--- config.mk ---
export PLATFORM = sky130hd
export DESIGN_NAME = uart_rx_fifo
export DESIGN_NICKNAME = d
export VERILOG_FILES = /design/src/rtl/uart_pkg.sv /design/src/rtl/uart_byte_fifo.sv /design/src/rtl/uart_rx_fifo.sv
export SDC_FILE = /design/constraint.sdc
export NUM_CORES = 1
export LEC_CHECK = 0
export ABC_AREA = 1
export BUFFER_PORTS_ARGS = -buffer_cell sky130_fd_sc_hd__buf_2
export CORE_UTILIZATION = 50
export CTS_CLUSTER_SIZE = 40
export DETAILED_ROUTE_END_ITERATION = 10
export GPL_ROUTABILITY_DRIVEN = 0
export PLACE_DENSITY = 0.68
export REMOVE_ABC_BUFFERS = 1
export SLEW_MARGIN = 0
export SYNTH_ARGS = -nofsm -noshare
export SYNTH_HDL_FRONTEND = slang
export SYNTH_SLANG_ARGS = --single-unit
--- constraint.sdc ---
create_clock -name i_clk -period 2.6 [get_ports i_clk]
set_input_delay 0.13 -clock i_clk [delete_from_list [all_inputs] [get_ports i_clk]]
set_output_delay 0.13 -clock i_clk [all_outputs]
set_load 0.02 [all_outputs]
--- src/rtl/uart_pkg.sv ---
// uart_pkg: shared receiver state encoding, bit-period helper and frame constants
package uart_pkg;
  typedef enum logic [2:0] {IDLE, START, DATA, STOP, BREAK} state_t;
  localparam int DATA_BITS = 8;
  function automatic int c_bit(input int freq_hz, input int baud);
    return (freq_hz + baud / 2) / baud;
  endfunction
endpackage

--- src/rtl/uart_byte_fifo.sv ---
// uart_byte_fifo: synchronous first-word-fall-through FIFO with registered head and overflow pulse
module uart_byte_fifo #(
  parameter int WIDTH = 8,
  parameter int DEPTH = 16
) (
  input  logic             clk,
  input  logic             rst,
  input  logic             push,
  input  logic [WIDTH-1:0] wdata,
  input  logic             pop,
  output logic [WIDTH-1:0] rdata,
  output logic             empty,
  output logic             overflow
);
  localparam int AW = $clog2(DEPTH);
  logic [WIDTH-1:0] mem [DEPTH];
  logic [AW-1:0] wptr, rptr;
  logic [AW:0] count;
  logic full, do_push, do_pop;
  assign empty = count == '0;
  assign full = count == (AW+1)'(DEPTH);
  assign do_pop = pop & ~empty;
  assign do_push = push & (~full | do_pop);
  // storage array, written at the tail; flushed logically through the pointers
  always_ff @(posedge clk)
    if (do_push) mem[wptr] <= wdata;
  // pointers, occupancy, registered head and overflow pulse
  always_ff @(posedge clk)
    if (rst) begin
      wptr <= '0;
      rptr <= '0;
      count <= '0;
      rdata <= '0;
      overflow <= 1'b0;
    end else begin
      wptr <= wptr + AW'(do_push);
      rptr <= rptr + AW'(do_pop);
      count <= count + (AW+1)'(do_push) - (AW+1)'(do_pop);
      overflow <= push & full & ~do_pop;
      if (do_pop) rdata <= count == (AW+1)'(1) ? wdata : mem[rptr + 1'b1];
      else if (empty && push) rdata <= wdata;
    end
endmodule

--- src/rtl/uart_rx_fifo.sv ---
// uart_rx_fifo: 8N1 UART receiver feeding a byte FIFO; UART_RX_MAJORITY_VOTE_EN enables 3-sample voting
module uart_rx_fifo
  import uart_pkg::*;
#(
  parameter int G_CLK_FREQ_HZ = 100_000_000,
  parameter int G_BAUD = 115200,
  parameter int G_FIFO_DEPTH = 16,
  parameter int G_SYNC_STAGES = 2
) (
  input  logic       i_clk,
  input  logic       i_rst,
  input  logic       i_uart_rx,
  output logic [7:0] o_data,
  output logic       o_valid,
  input  logic       i_ready,
  output logic       o_framing_error,
  output logic       o_overflow,
  output logic       o_busy
);
  localparam int C_BIT = c_bit(G_CLK_FREQ_HZ, G_BAUD);
  localparam int CW = $clog2(C_BIT + 1);
  localparam logic [CW-1:0] HALF = CW'(C_BIT / 2 - 1);
  logic [G_SYNC_STAGES-1:0] sync;
  logic rx_s, done, bit_val, push, empty;
  state_t state;
  logic [CW-1:0] cnt;
  logic [2:0] idx;
  logic [DATA_BITS-1:0] shreg;
  assign rx_s = sync[G_SYNC_STAGES-1];
  // metastability chain on the asynchronous line, idles high
  always_ff @(posedge i_clk)
    sync <= i_rst ? '1 : {sync[G_SYNC_STAGES-2:0], i_uart_rx};
`ifdef UART_RX_MAJORITY_VOTE_EN
  localparam logic [CW-1:0] RELOAD = CW'(C_BIT - 2);
  logic late;
  logic [1:0] votes;
  assign done = late;
  assign bit_val = (votes[1] & votes[0]) | (rx_s & (votes[1] | votes[0]));
  // collect samples at counter 1 and 0, then decide one cycle after counter 0
  always_ff @(posedge i_clk)
    if (i_rst) begin
      late <= 1'b0;
      votes <= '1;
    end else begin
      late <= (state inside {START, DATA, STOP}) && cnt == '0 && !late;
      votes <= {cnt == CW'(1) ? rx_s : votes[1], cnt == '0 ? rx_s : votes[0]};
    end
`else
  localparam logic [CW-1:0] RELOAD = CW'(C_BIT - 1);
  assign done = cnt == '0;
  assign bit_val = rx_s;
`endif
  assign push = state == STOP && done && bit_val;
  assign o_busy = state != IDLE;
  // receiver FSM: start qualification, LSB-first deserialization, stop check
  always_ff @(posedge i_clk)
    if (i_rst) begin
      state <= IDLE;
      cnt <= '0;
      idx <= '0;
      shreg <= '0;
      o_framing_error <= 1'b0;
    end else begin
      o_framing_error <= 1'b0;
      if (cnt != '0) cnt <= cnt - 1'b1;
      case (state)
        IDLE: if (!rx_s) begin
          state <= START;
          cnt <= HALF;
        end
        START: if (done) begin
          state <= bit_val ? IDLE : DATA;
          cnt <= RELOAD;
          idx <= '0;
        end
        DATA: if (done) begin
          shreg <= {bit_val, shreg[DATA_BITS-1:1]};
          cnt <= RELOAD;
          idx <= idx + 1'b1;
          if (idx == 3'(DATA_BITS - 1)) state <= STOP;
        end
        STOP: if (done) begin
          state <= bit_val ? IDLE : BREAK;
          o_framing_error <= !bit_val;
        end
        BREAK: if (rx_s) state <= IDLE;
        default: state <= IDLE;
      endcase
    end
  uart_byte_fifo #(.WIDTH(DATA_BITS), .DEPTH(G_FIFO_DEPTH)) u_fifo (
    .clk(i_clk),
    .rst(i_rst),
    .push(push),
    .wdata(shreg),
    .pop(i_ready),
    .rdata(o_data),
    .empty(empty),
    .overflow(o_overflow)
  );
  assign o_valid = ~empty;
endmodule

==> reports/qor.csv <==
stage,metric,value,unit
logic_synthesis,Synth top area share,48.9,%
setup_path,Critical Path End Type,flip-flop,
power,leakage,3.86,nW
timing,clock period minus final worst setup slack,2.39,ns
power,switching share of power,35.0,%
power,worst vdd ir,0.711,mV
logic_synthesis,Compound-Gate Fraction of Synth Area,4.01,%
power,Comb pwr share,31.1,%
detailed_routing,Post-DRT Antenna Nets,0,
floorplanning,Die ar.,16200,sq um
floorplanning,I/O pin count,16,
grt,largest net degree at the start of global routing,65,
setup_path,crit-path leading delay family,adder cells,
setup_path,CP bufs+invs,5,
detailed_routing,routed wl met2,7940,microns
timing,skew final,0.00972,ns
cells_and_area,Layout Nets,888,
timing,Final Cycle Share,91.9,%
timing,RSZ-0062 raised after global routing,no,
detailed_routing,drt wl/cell,15.3,microns
setup_path,R2R Path Start,u_fifo.count[3]$_SDFF_PP0_,
grt,first-pass GRT wire length,26800,microns
power,Pint,5.41,mW
timing,Final Setup Violations,0,
worst_hold_path,Hold Crit Start,i_ready,
run_status,status,finished clean,
detailed_routing,M1 WL,7630,microns
logic_synthesis,"Seq/Total Area, Yosys",61.3,%
detailed_routing,Top Layer Used,met4,
logic_synthesis,Cell variety after synth,35,
setup_path,CP required,2.96,ns
clock_tree,CTS max path bufs,2,
floorplanning,die height,127,microns
clock_tree,clock sink count,177,
logic_synthesis,Post-Synth Simple-Gate Area,23.7,%
detailed_routing,first-pass detailed-route iteration total,5,
worst_hold_path,hold path depth,4,
setup_path,startpoint types,flip-flop,
power,power per cell area,936,nW/um^2
worst_hold_path,hold worst-path end,u_fifo.overflow$_SDFF_PP0_,
logic_synthesis,Mapped Area,7870,sq um
grt,grt total ovfl,0,
power,Clock Power Share,29.7,%
clock_tree,CTS buffer count,17,
power,switching pwr,2.92,mW
clock_tree,Clock Pin Slew Worst Setup and Hold Paths,0.07,ns
timing,"Hold Vio Cnt, Final",0,
power,Final Power,8.33,mW
logic_synthesis,post-synthesis xor/xnor area fraction,1.08,%
clock_tree,H-tree Lvls,4,
timing,max-slew headroom at the worst pin,42.8,%
timing,measured slew at the worst slew-check pin,0.856,ns
logic_synthesis,Cells after Synth,835,
timing,hold_ws,0.0470,ns
logic_synthesis,Yosys warning count,0,
logic_synthesis,number of synthesized register bits,177,
setup_path,R2R Path End,u_fifo.count[4]$_SDFF_PP0_,
detailed_routing,DRC errors left,0,
grt,vias in the first global route,5273,
setup_path,max incr delay on CP,0.36,ns
clock_tree,later-pin clock latency in the skew report,0.43,ns
logic_synthesis,ranking of synthesized cells by area,"edfxtp_1 49%, dfxtp_1 12%, nand2_1 11%, nand3_1 6.7%, inv_1 5.2%",
timing,Final Max Tran Viols,0,
cells_and_area,share of cells above drive strength 1,11.2,%
clock_tree,Root Buffer,clkbuf_16,
logic_synthesis,Avg Inst Size Synth,9.42,sq um
logic_synthesis,largest family of logic cells by synthesized area,simple AND/OR/NAND/NOR gates,
floorplanning,CORE AREA,15300,sq um
placement,# port buffers,15,
logic_synthesis,dominant cell type by area after synthesis,edfxtp_1,
detailed_routing,met3 wire length,723,microns
timing,f_max,419,MHz
setup_path,Reg2Reg Depth,15,
floorplanning,initial core utilization,51.5,%
grt,antenna violations before repair,0,
setup_path,crit path DAT,2.75,ns
detailed_routing,via count,5534,
setup_path,"critical path, cell by cell","inv_1, ha_1, nand3_1, nor2_2, inv_1, nand2_1, inv_1, ha_1, inv_1, ha_1, inv_1, fa_2, o31ai_2, o21ai_0, a21oi_1",
logic_synthesis,Adder-Cell Fraction of Synth Area,2.64,%
detailed_routing,drt initial violations,426,
clock_tree,CTS tree,yes,
grt,GRT Overall Usage,22.1,%
setup_path,Worst Path Max Fanout,3,
detailed_routing,Via density,5.07,
cells_and_area,area grow syn2layout,13.1,%
power,Flop pwr share,39.1,%
floorplanning,die width,127,microns
cells_and_area,n_diodes,0,
floorplanning,FP Rows,45,
run,Max Cap Violations,0,
setup_path,slowest CP cell,fa_2,
worst_hold_path,worst hold path class,primary input to flip-flop,
detailed_routing,drt total wl,16700,microns
placement,dpl hpwl,10700,microns
setup_path,most frequent CP cell,inv_1,
setup_path,Crit Path Class,flip-flop to flip-flop,
setup_path,R2R setup slack,0.21,ns
logic_synthesis,multiplexer share of the synthesized area,0,%
sequential cells by signal, indices dropped and copies added (netlist names):
name	count
u_fifo.wptr	4
idx	3
u_fifo.rptr	4
u_fifo.overflow	1
o_framing_error	1
u_fifo.rdata	8
cnt	10
shreg	8
u_fifo.count	5
sync	2
state	3
u_fifo.mem	128
power by group through the flow:
stage	combinational [mW]	clock (mW)	sequential (mW)
2_1_floorplan	1.73	0	3.39
3_3_place_gp	2.50	0	3.31
3_5_place_dp	2.54	0	3.32
4_1_cts	2.56	2.52	3.26
5_1_grt	2.91	2.62	3.27
6_report	2.59	2.48	3.26
routing by layer:
metal | track usage, % | vias to the layer above
met1 | 28.7 | 2569
li1 | - | 2801
met4 | 9.80 | 0
met3 | 3.77 | 30
met5 | 0 | -
met2 | 36.5 | 134
cell type report:
type	count	area, sq um
Timing Repair Buffer	46	323
Inverter	111	429
Sequential cell	177	4830
Clock buffer	18	450
Tap cell	211	264
Fill cell	1293	6360
Multi-Input combinational cell	515	2480
Clock inverter	14	125
cells by family after synthesis:
| family | after synthesis |
|---|---|
| AO/OA/AOI/OAI | 59 |
| XOR/XNOR | 8 |
| adder cells (fa/ha/maj) | 16 |
| buffers and inverters | 143 |
| flip-flops | 177 |
| AND/OR/NAND/NOR | 432 |
layout by cell type, fill, tap and decap left out, drive strengths merged, types with 2 or more instances in the layout:
master  instances
ha             15
nand3         110
or2             3
clkbuf         18
clkinv          8
o211ai          2
nor4            4
nand2         238
nor2           70
a21oi          32
o31ai           2
buf            45
nand4           6
edfxtp        128
dfxtp          49
o21ai          19
inv           115
xor2            3
xnor2           5
a31oi           2
per-stage QoR:
stage	cells	utilization (%)	instance area (sq um)	setup WS (ns)	TNS [ns]
2_1_floorplan	803	-	7720	-0.709	-5.89
3_3_place_gp	1058	54.4	8290	0.140	0
3_5_place_dp	1058	54.4	8290	0.0694	0
4_1_cts	1091	58.2	8880	0.0522	0
5_1_grt	1092	58.3	8900	0.0370	0
6_report	1092	58.3	8900	0.211	0
cells in the mapped netlist, drive strengths merged:
library cell	number
o21ai	19
o31ai	2
fa	1
clkinv	1
ha	15
clkbuf	18
o211ai	2
buf	14
nor2	70
a41oi	1
nor3	1
edfxtp	128
a31oi	2
dfxtp	49
xor2	3
a21oi	32
xnor2	5
inv	110
or2	3
nand2	238
nand4	6
o2111ai	1
nand3	110
nor4	4
worst max-delay path by stage:
stage                               start                            to  slack [ns]  cells past startpoint
6_report       u_fifo.count[3]$_SDFF_PP0_    u_fifo.count[4]$_SDFF_PP0_        0.21                     15
5_1_grt        u_fifo.count[2]$_SDFF_PP0_    u_fifo.count[4]$_SDFF_PP0_        0.04                     15
4_1_cts        u_fifo.count[2]$_SDFF_PP0_    u_fifo.count[4]$_SDFF_PP0_        0.05                     15
3_5_place_dp   u_fifo.count[2]$_SDFF_PP0_    u_fifo.count[4]$_SDFF_PP0_        0.07                     15
3_3_place_gp   u_fifo.count[3]$_SDFF_PP0_    u_fifo.count[4]$_SDFF_PP0_        0.14                     15
2_1_floorplan   u_fifo.rptr[0]$_SDFF_PP0_  u_fifo.rdata[6]$_SDFFE_PP0P_       -0.71                      8
tightest hold or removal path, cell delays in order:
cell     delay [ns]
buf_2          0.10
nor4_1         0.09
nand2_1        0.07
nor2_1         0.05
repair_timing:
| action | in CTS | in global routing |
|---|---|---|
| resized for setup | 0 | 3 |
| endpoints found under the hold margin | 1 | 0 |
| endpoints found under the setup margin | 0 | 1 |
| buffers inserted | 0 | 1 |
| hold buffers | 1 | 0 |
No activity file was read; power rests on OpenSTA's default activity.
